--- src/rtl/led_pwm_bank.sv ---
// ---------------------------------------------------------------------------
// led_pwm_bank
//
// N-channel LED driver. Each channel can be OFF, ON, PWM, BLINK or BREATHE.
// Mode and duty are set through a simple one-cycle register-style write port.
// Runs entirely on clk_400_000. While the upstream MMCM is not locked, the
// timebase and LEDs are held idle, but configuration is kept.
//
// Ports
//   clk_400_000  in   1               sole clock
//   RESET        in   1               synchronous, active-high reset
//   locked       in   1               MMCM lock; low holds the bank idle
//   cfg_we       in   1               config write strobe (one cycle)
//   cfg_ch       in   $clog2(N_CH)+1  target channel index
//   cfg_mode     in   3               0 OFF, 1 ON, 2 PWM, 3 BLINK, 4 BREATHE,
//                                     5-7 behave as OFF
//   cfg_duty     in   PWM_W           PWM duty (applied at the next frame end)
//   cfg_err      out  1               one-cycle pulse after a write to a
//                                     channel index >= N_CH
//   led          out  N_CH            registered LED drive, bit i = channel i
// ---------------------------------------------------------------------------
module led_pwm_bank #(
    parameter int N_CH       = 8,
    parameter int PWM_W      = 8,
    parameter int PRESCALE   = 1562,
    parameter int FRAME_W    = 16,
    parameter int BLINK_BIT  = 8,
    parameter int RESET_MODE = 3
) (
    input  logic                    clk_400_000,
    input  logic                    RESET,
    input  logic                    locked,
    input  logic                    cfg_we,
    input  logic [$clog2(N_CH):0]   cfg_ch,
    input  logic [2:0]              cfg_mode,
    input  logic [PWM_W-1:0]        cfg_duty,
    output logic                    cfg_err,
    output logic [N_CH-1:0]         led
);

    localparam int CH_W    = $clog2(N_CH) + 1;
    localparam int PRESC_W = (PRESCALE > 1) ? $clog2(PRESCALE) : 1;

    localparam logic [PWM_W-1:0]   MAX        = '1;
    localparam logic [PRESC_W-1:0] PRESC_LAST = PRESC_W'(PRESCALE - 1);
    localparam logic [CH_W-1:0]    CH_LIMIT   = CH_W'(N_CH);

    localparam logic [2:0] MODE_ON      = 3'd1;
    localparam logic [2:0] MODE_PWM     = 3'd2;
    localparam logic [2:0] MODE_BLINK   = 3'd3;
    localparam logic [2:0] MODE_BREATHE = 3'd4;
    localparam logic [2:0] MODE_RESET   = 3'(RESET_MODE);

    // Timebase
    logic [PRESC_W-1:0] presc;
    logic [PWM_W-1:0]   pwm_cnt;
    logic [FRAME_W-1:0] frame_cnt;

    // Per-channel configuration and breathe state
    logic [2:0]       mode   [N_CH];
    logic [PWM_W-1:0] duty   [N_CH];
    logic [PWM_W-1:0] shadow [N_CH];
    logic [PWM_W-1:0] ramp   [N_CH];
    logic             down   [N_CH];

    logic             tick;
    logic             frame_end;
    logic             wr_ok;
    logic             wr_bad;
    logic [N_CH-1:0]  wr_hit;
    logic [N_CH-1:0]  led_next;
    logic [PWM_W-1:0] ramp_next [N_CH];
    logic             down_next [N_CH];

    // Timebase strobes and write decode. Out-of-range writes are flagged
    // but never decoded onto a channel.
    always_comb begin
        tick      = (presc == PRESC_LAST);
        frame_end = tick && (pwm_cnt == MAX);
        wr_ok     = cfg_we && locked && (cfg_ch < CH_LIMIT);
        wr_bad    = cfg_we && locked && !(cfg_ch < CH_LIMIT);
        for (int i = 0; i < N_CH; i++) begin
            wr_hit[i] = wr_ok && (cfg_ch == CH_W'(i));
        end
    end

    // LED function per channel, evaluated on the current counters. With a
    // strict compare, duty=MAX gives MAX high steps out of MAX+1.
    always_comb begin
        for (int i = 0; i < N_CH; i++) begin
            case (mode[i])
                MODE_ON:      led_next[i] = 1'b1;
                MODE_PWM:     led_next[i] = (pwm_cnt < duty[i]);
                MODE_BLINK:   led_next[i] = frame_cnt[BLINK_BIT];
                MODE_BREATHE: led_next[i] = (pwm_cnt < ramp[i]);
                default:      led_next[i] = 1'b0;
            endcase
        end
    end

    // Breathe triangle: bounce off MAX and 0 so both endpoints last a single
    // frame, giving a period of 2*MAX frames. A fresh BREATHE write restarts
    // the ramp and takes priority over the frame-end step.
    always_comb begin
        for (int i = 0; i < N_CH; i++) begin
            ramp_next[i] = ramp[i];
            down_next[i] = down[i];
            if (frame_end && (mode[i] == MODE_BREATHE)) begin
                if (!down[i]) begin
                    if (ramp[i] == MAX) begin
                        down_next[i] = 1'b1;
                        ramp_next[i] = MAX - 1'b1;
                    end else begin
                        ramp_next[i] = ramp[i] + 1'b1;
                    end
                end else begin
                    if (ramp[i] == '0) begin
                        down_next[i] = 1'b0;
                        ramp_next[i] = PWM_W'(1);
                    end else begin
                        ramp_next[i] = ramp[i] - 1'b1;
                    end
                end
            end
            if (wr_hit[i] && (cfg_mode == MODE_BREATHE)) begin
                ramp_next[i] = '0;
                down_next[i] = 1'b0;
            end
        end
    end

    // State update. Loss of lock parks the timebase and breathe state at
    // their start values so the bank restarts cleanly from pwm_cnt=0.
    // Active duty only changes on a frame end to avoid PWM glitches; a write
    // landing exactly on that frame end is taken directly.
    always_ff @(posedge clk_400_000) begin
        if (RESET) begin
            presc     <= '0;
            pwm_cnt   <= '0;
            frame_cnt <= '0;
            led       <= '0;
            cfg_err   <= 1'b0;
            for (int i = 0; i < N_CH; i++) begin
                mode[i]   <= MODE_RESET;
                duty[i]   <= '0;
                shadow[i] <= '0;
                ramp[i]   <= '0;
                down[i]   <= 1'b0;
            end
        end else if (!locked) begin
            presc     <= '0;
            pwm_cnt   <= '0;
            frame_cnt <= '0;
            led       <= '0;
            cfg_err   <= 1'b0;
            for (int i = 0; i < N_CH; i++) begin
                ramp[i] <= '0;
                down[i] <= 1'b0;
            end
        end else begin
            presc <= tick ? '0 : presc + 1'b1;
            if (tick) begin
                pwm_cnt <= pwm_cnt + 1'b1;
            end
            if (frame_end) begin
                frame_cnt <= frame_cnt + 1'b1;
            end
            led     <= led_next;
            cfg_err <= wr_bad;
            for (int i = 0; i < N_CH; i++) begin
                if (wr_hit[i]) begin
                    mode[i]   <= cfg_mode;
                    shadow[i] <= cfg_duty;
                end
                if (frame_end) begin
                    duty[i] <= wr_hit[i] ? cfg_duty : shadow[i];
                end
                ramp[i] <= ramp_next[i];
                down[i] <= down_next[i];
            end
        end
    end

endmodule

--- config.mk ---
export PLATFORM = sky130hd
export DESIGN_NAME = led_pwm_bank
export DESIGN_NICKNAME = d
export VERILOG_FILES = /design/src/rtl/led_pwm_bank.sv
export SDC_FILE = /design/constraint.sdc
export NUM_CORES = 1
export LEC_CHECK = 0
export ABC_CLOCK_PERIOD_IN_PS = 10540
export BUFFER_PORTS_ARGS = -buffer_cell sky130_fd_sc_hd__buf_2
export CAP_MARGIN = 20
export CORE_ASPECT_RATIO = 1.5
export CORE_MARGIN = 2
export CORE_UTILIZATION = 62
export DETAILED_ROUTE_END_ITERATION = 10
export PLACE_DENSITY = 0.81
export SLEW_MARGIN = 40
export SYNTH_ARGS = -nofsm -noshare
export SYNTH_HDL_FRONTEND = slang
export SYNTH_SLANG_ARGS = --single-unit
export TNS_END_PERCENT = 5
--- constraint.sdc ---
create_clock -name clk_400_000 -period 10.54 [get_ports clk_400_000]
set_clock_uncertainty 0.05 [all_clocks]
set_input_delay 2.108 -clock clk_400_000 [delete_from_list [all_inputs] [get_ports clk_400_000]]
set_output_delay 2.108 -clock clk_400_000 [all_outputs]
set_load 0.05 [all_outputs]
## Word-level counts from Yosys, hierarchy flattened

Memories as Yosys holds them, arrays and structs flattened.
Index checks and enable logic that the tools add are counted.

| storage, ports and cells | value |
|---|---|
| bits in registers | 44 |
| bits in latches | 0 |
| memory bits (writable) | 224 |
| ROM bits | 0 |
| input bits | 19 |
| output and inout port bits | 9 |
| word-level logic and storage cells | 389 |
| memories | 5 |

| operators by class | value |
|---|---|
| add/sub/neg operators | 19 |
| multiply operators | 0 |
| div/mod/pow operators | 0 |
| order comparisons | 17 |
| equality and inequality tests | 50 |
| shifts and indexed selects | 0 |
| muxes and demuxes | 196 |
| bitwise gates (word level) | 57 |
| reduce and logical (&&, ||, !) cells | 40 |

Memory list:

| name | words | width | read ports | clocked after Yosys merged registers in | write ports | RTL line | text |
|---|---|---|---|---|---|---|---|
| duty | 8 | 8 | 8 | 0 | 8 | 61 | `logic [PWM_W-1:0] duty [N_CH];` |
| ramp | 8 | 8 | 8 | 0 | 8 | 63 | `logic [PWM_W-1:0] ramp [N_CH];` |
| shadow | 8 | 8 | 8 | 0 | 8 | 62 | `logic [PWM_W-1:0] shadow [N_CH];` |
| mode | 8 | 3 | 8 | 0 | 8 | 60 | `logic [2:0] mode [N_CH];` |
| down | 8 | 1 | 8 | 0 | 8 | 64 | `logic down [N_CH];` |

Operators with widths:

| operator | count |
|---|---|
| $mux 8 | 80 |
| $lt 8x8->1 | 16 |
| $mux 1 | 100 |
| $add 8x1->8 const B | 9 |
| $eq 8x8->1 const B | 9 |
| $logic_not 8->1 | 8 |
| $sub 8x1->8 const B | 8 |
| $or 1x1->1 | 56 |
| $eq 3x2->1 const B | 16 |
| $pmux 1 s4 | 8 |
| $logic_and 1x1->1 | 28 |
| $eq 3x3->1 const B | 9 |
| $eq 3x1->1 const B | 8 |
| $mux 3 | 8 |
| $add 16x1->16 const B | 1 |
| $eq 4x3->1 const B | 4 |
| $add 11x1->11 const B | 1 |
| $eq 11x11->1 const B | 1 |
| $eq 4x2->1 const B | 2 |
| $eq 4x1->1 const B | 1 |
| $logic_not 4->1 | 1 |
| $lt 4x4->1 const B | 1 |
| $reduce_or 3->1 | 1 |
| $reduce_or 2->1 | 1 |
| other kinds (2) | 2 |

## Logic depth before layout (Yosys ltp)

| logic depth | value |
|---|---|
| depth after elaboration | 8 |
| gate-level depth with buffers | 9 |
| mapped depth without buffers | 7 |

## Worst setup path before layout

Ideal clock, no wire load.

| path | value |
|---|---|
| path type | input-to-reg |
| start point | input port RESET |
| end point | memory duty[0][0], enable pin |
| setup time | 421 ps |
| arrival | 3909 ps |
| data required time | 10069 ps |
| slack | 6161 ps |
| cell stages on the path | 3 |
| path buffers | 2 |
| path through | clkbuf_1 clkbuf_1 a21o_1 |

RTL lines:

| what | RTL line | text |
|---|---|---|
| from (decl) | 31 | `input logic RESET,` |
| to (decl) | 61 |  |

==> summary.md <==
| Metric | Value |
|---|---|
| Fmax | 231.3 MHz |
| Layout cells sized above 1 | 0.05956 |
| Flip-flop and latch area | 7377 µm² |
| Synth Area in Compound Gates | 0.1487 |
| Worst slew pin tran | 0.8261 ns |
| Area Overhead vs Synth | 7.767% |
| Number of gates resized after cts | 0 |
| Worst-Skew Late Latency | between 0.5 and 0.6 ns |
| Xor-xnor portion of the synthesized cell area | 0.02427 |
| CTS tree | done |
| # DRC | 0 |
| IO Port Bufs | 27 |
| FF-to-FF Start | presc[0] |
| GP Congestion | 0.8948 |
| Largest net degree at the start of global routing | 65 |
| Critical-path maximum fanout | 19 |
| Most frequent cells in the layout | 215 x edfxtp_1, 204 x nand2_1, 185 x nor2_1 |
| Final Cell Area | 17500 µm² |
| CP max stage delay | between 0.7 and 0.8 ns |
| Clk root buf | clkbuf_16 |
| Leakage power | between 6 and 7 nW |
| Initial antenna violation count | 1 |
| Core area | 25760 µm² |
| Post-synthesis instance area | 16240 µm² |
| Finished Layout Cells | 2098 |
| DIE AREA | approximately 28000 µm² |
| Clk slew on worst S/H paths | 0.06 ns |
| Worst path slowest cell | o21ai_1 |
| Critical Path RT | between 10 and 15 ns |
| Starting Density | 0.6302 |
| Area of the multi-input gates | between 8000 and 9000 µm² |
| Placed insts | 2048 |
| Dpl cell area | 16620 µm² |
| Final Max Slew Viols | 0 |
| Post-CTS Setup Bufs | 0 |
| Filler Cell Count | 2006 |
| Post-synth EDFFs | 215 |
| Pwr per Cell Area | 139.5 nW/µm² |
| DR WL/cell | slightly above 20 µm |
| Initial DRC Count | 1138 |
| CTS sink cnt | 261 |
| Critical path buffers and inverters | 1 |
| Post-CTS Hold Fix Bufs | 0 |
| Crit start category | input port |
| Delay-heaviest family, CP | compound AO/OA/AOI/OAI gates |
| Post-synthesis adder-cell area fraction | 0.1079 |
| Top FF cell, synth | edfxtp_1 |
| MaxCap Viol Count | 0 |
| Status | finished clean |
| Vias | 13392 |
| Total CTS buffers | 26 |
| Count of cell types in the netlist | 80 |
| Seq/Total Area, Yosys | 0.4543 |
| DR vias/cell | 6.383 |
| Avg Cell Area, Syn | around 9.3 µm² |
| Crit path DAT | 4.46 ns |
| Grt total ovfl | 0 |
| Die Width | 136.1 µm |
| Cells after Synth | around 1700 |
| I/O Pins | 28 |
| Period utilization | 0.4102 |
| Crit path from | locked |
| Final setup violation count | 0 |
| Vias in the first global route | around 13000 |
| Proportion of synthesized area in mux cells | 0.01757 |
| Simple-gate share of the synthesized area | 0.1925 |
| RSZ-0062 raised after global routing | false |
| Initial DRT Pass Iterations | 6 |
| Site row count | just over 70 |
| Relative slew slack | 0.4473 |
| Most common cell after layout, fill and taps aside | edfxtp_1 |
| # nets final | roughly 1900 |
| Crit end category | flop |
| Dpl hpwl | 28570 µm |
| Tot GR Track Use | 0.3070 |
| VDD IR-drop max | 168.6 µV |
| First-pass GRT wire length | ~66000 µm |
| H-tree Lvls | 1 |
| Largest family of logic cells by synthesized area | simple AND/OR/NAND/NOR gates |
| CP Cell Sequence | buf_2, and3b_1, nand3_1, o21ai_1, o21bai_1 |
| Fin crit period | 4.324 ns |
| Final hold vios | 0 |
| Clk buf depth | 3 |
| Die Ht | between 200 and 250 µm |
| FFs w/ async S/R, synth | 0 |
| WS Path Type | in -> reg |
| Antenna viol nets, final | 0 |
| Seq cells post-synth | 261 |
| Synthesis Warnings | 0 |
| Setup TNS | 0 ns |
| Post-Route WL | ~42000 µm |
| Hold Path Class | reg -> reg |
| Hold Path Origin | frame_cnt[4] |
[through the flow]
step	util	hold WS [ns]	worst slack [ns]	power (mW)
CTS	0.6787	0.4347	6.274	2.435
global placement	0.6444	0.4091	5.871	1.483
floorplan	-	0.3986	6.161	1.417
finish	0.6791	0.4429	6.216	2.441
detailed placement	0.6450	0.4261	5.735	1.495
global route	0.6790	0.4685	6.084	2.513
[synthesized netlist by cell type, drive strengths merged (9+ instances only)]
| library cell | count | area share |
|---|---|---|
| nor4 | 25 | 0.0096 |
| o22ai | 9 | 0.0035 |
| nand4 | 29 | 0.011 |
| o21bai | 10 | 0.0046 |
| o21ai | 81 | 0.025 |
| nand3 | 57 | 0.018 |
| mux2i | 24 | 0.015 |
| buf | 19 | 0.0064 |
| dfxtp | 46 | 0.057 |
| o21a | 18 | 0.0083 |
| a211o | 12 | 0.0065 |
| xor2 | 14 | 0.0076 |
| nor3 | 48 | 0.015 |
| nand2 | 204 | 0.047 |
| xnor2 | 31 | 0.017 |
| ha | 140 | 0.11 |
| a21oi | 131 | 0.040 |
| and3 | 17 | 0.0065 |
| a31oi | 10 | 0.0039 |
| edfxtp | 215 | 0.40 |
| nor2 | 188 | 0.043 |
| clkbuf | 56 | 0.013 |
| or3 | 12 | 0.0046 |
| a211oi | 24 | 0.011 |
| nand2b | 31 | 0.012 |
| inv | 150 | 0.035 |
| a311oi | 11 | 0.0059 |
[power by group]
| group | switching (mW) | internal (mW) |
|---|---|---|
| clock | 0.411 | 0.550 |
| combinational | 0.168 | 0.0907 |
| sequential | 0.0502 | 1.17 |
| total | 0.629 | 1.81 |
[registers in the layout (all words and copies together) (netlist names), 9 cells and up]
name / flops
duty: 64
frame_cnt: 9
presc: 11
mode: 24
shadow: 64
ramp: 64
[logic make-up after synthesis]
logic type | Yosys count
fa+ha+maj | 140
other cells | 1
compound gates | 379
mux | 28
xor+xnor | 45
buf+inv | 227
flops | 261
simple gates | 663
[worst min-delay path, delay by kind of cell, from the launching register on]
kind / cells / cell delay [ns]
AOI/OAI and AO/OA: 1 / 0.05
DFF: 1 / 0.33
and+or+nand+nor: 1 / 0.07
[area by class of cell]
| class | instances | area share |
|---|---|---|
| timing repair buffer | 42 | 0.01437 |
| antenna | 2 | 0.0002860 |
| clock inverter | 15 | 0.009153 |
| tap | 333 | 0.02381 |
| sequential | 261 | 0.4216 |
| multi-input combinational | 1260 | 0.4577 |
| clock buffer | 33 | 0.04047 |
| inverter | 152 | 0.03261 |
[layer usage]
layer,GRT usage,vias up,wire [µm]
met5,0,-,0
met4,0.1536,0,1909
met3,0.03762,143,3116
met2,0.5415,543,21440
met1,0.3643,6407,15720
li1,-,6299,-
[path summary, 6_finish.rpt]
check,to,slack (ns),depth (start not counted)
worst max-delay path,ramp[0][15],6.22,5
worst min-delay path,frame_cnt[4],0.44,2
worst max register to register,ramp[1][4],7.39,5
worst min register to register,frame_cnt[4],0.44,2
No activity file was read; power rests on OpenSTA's default activity.
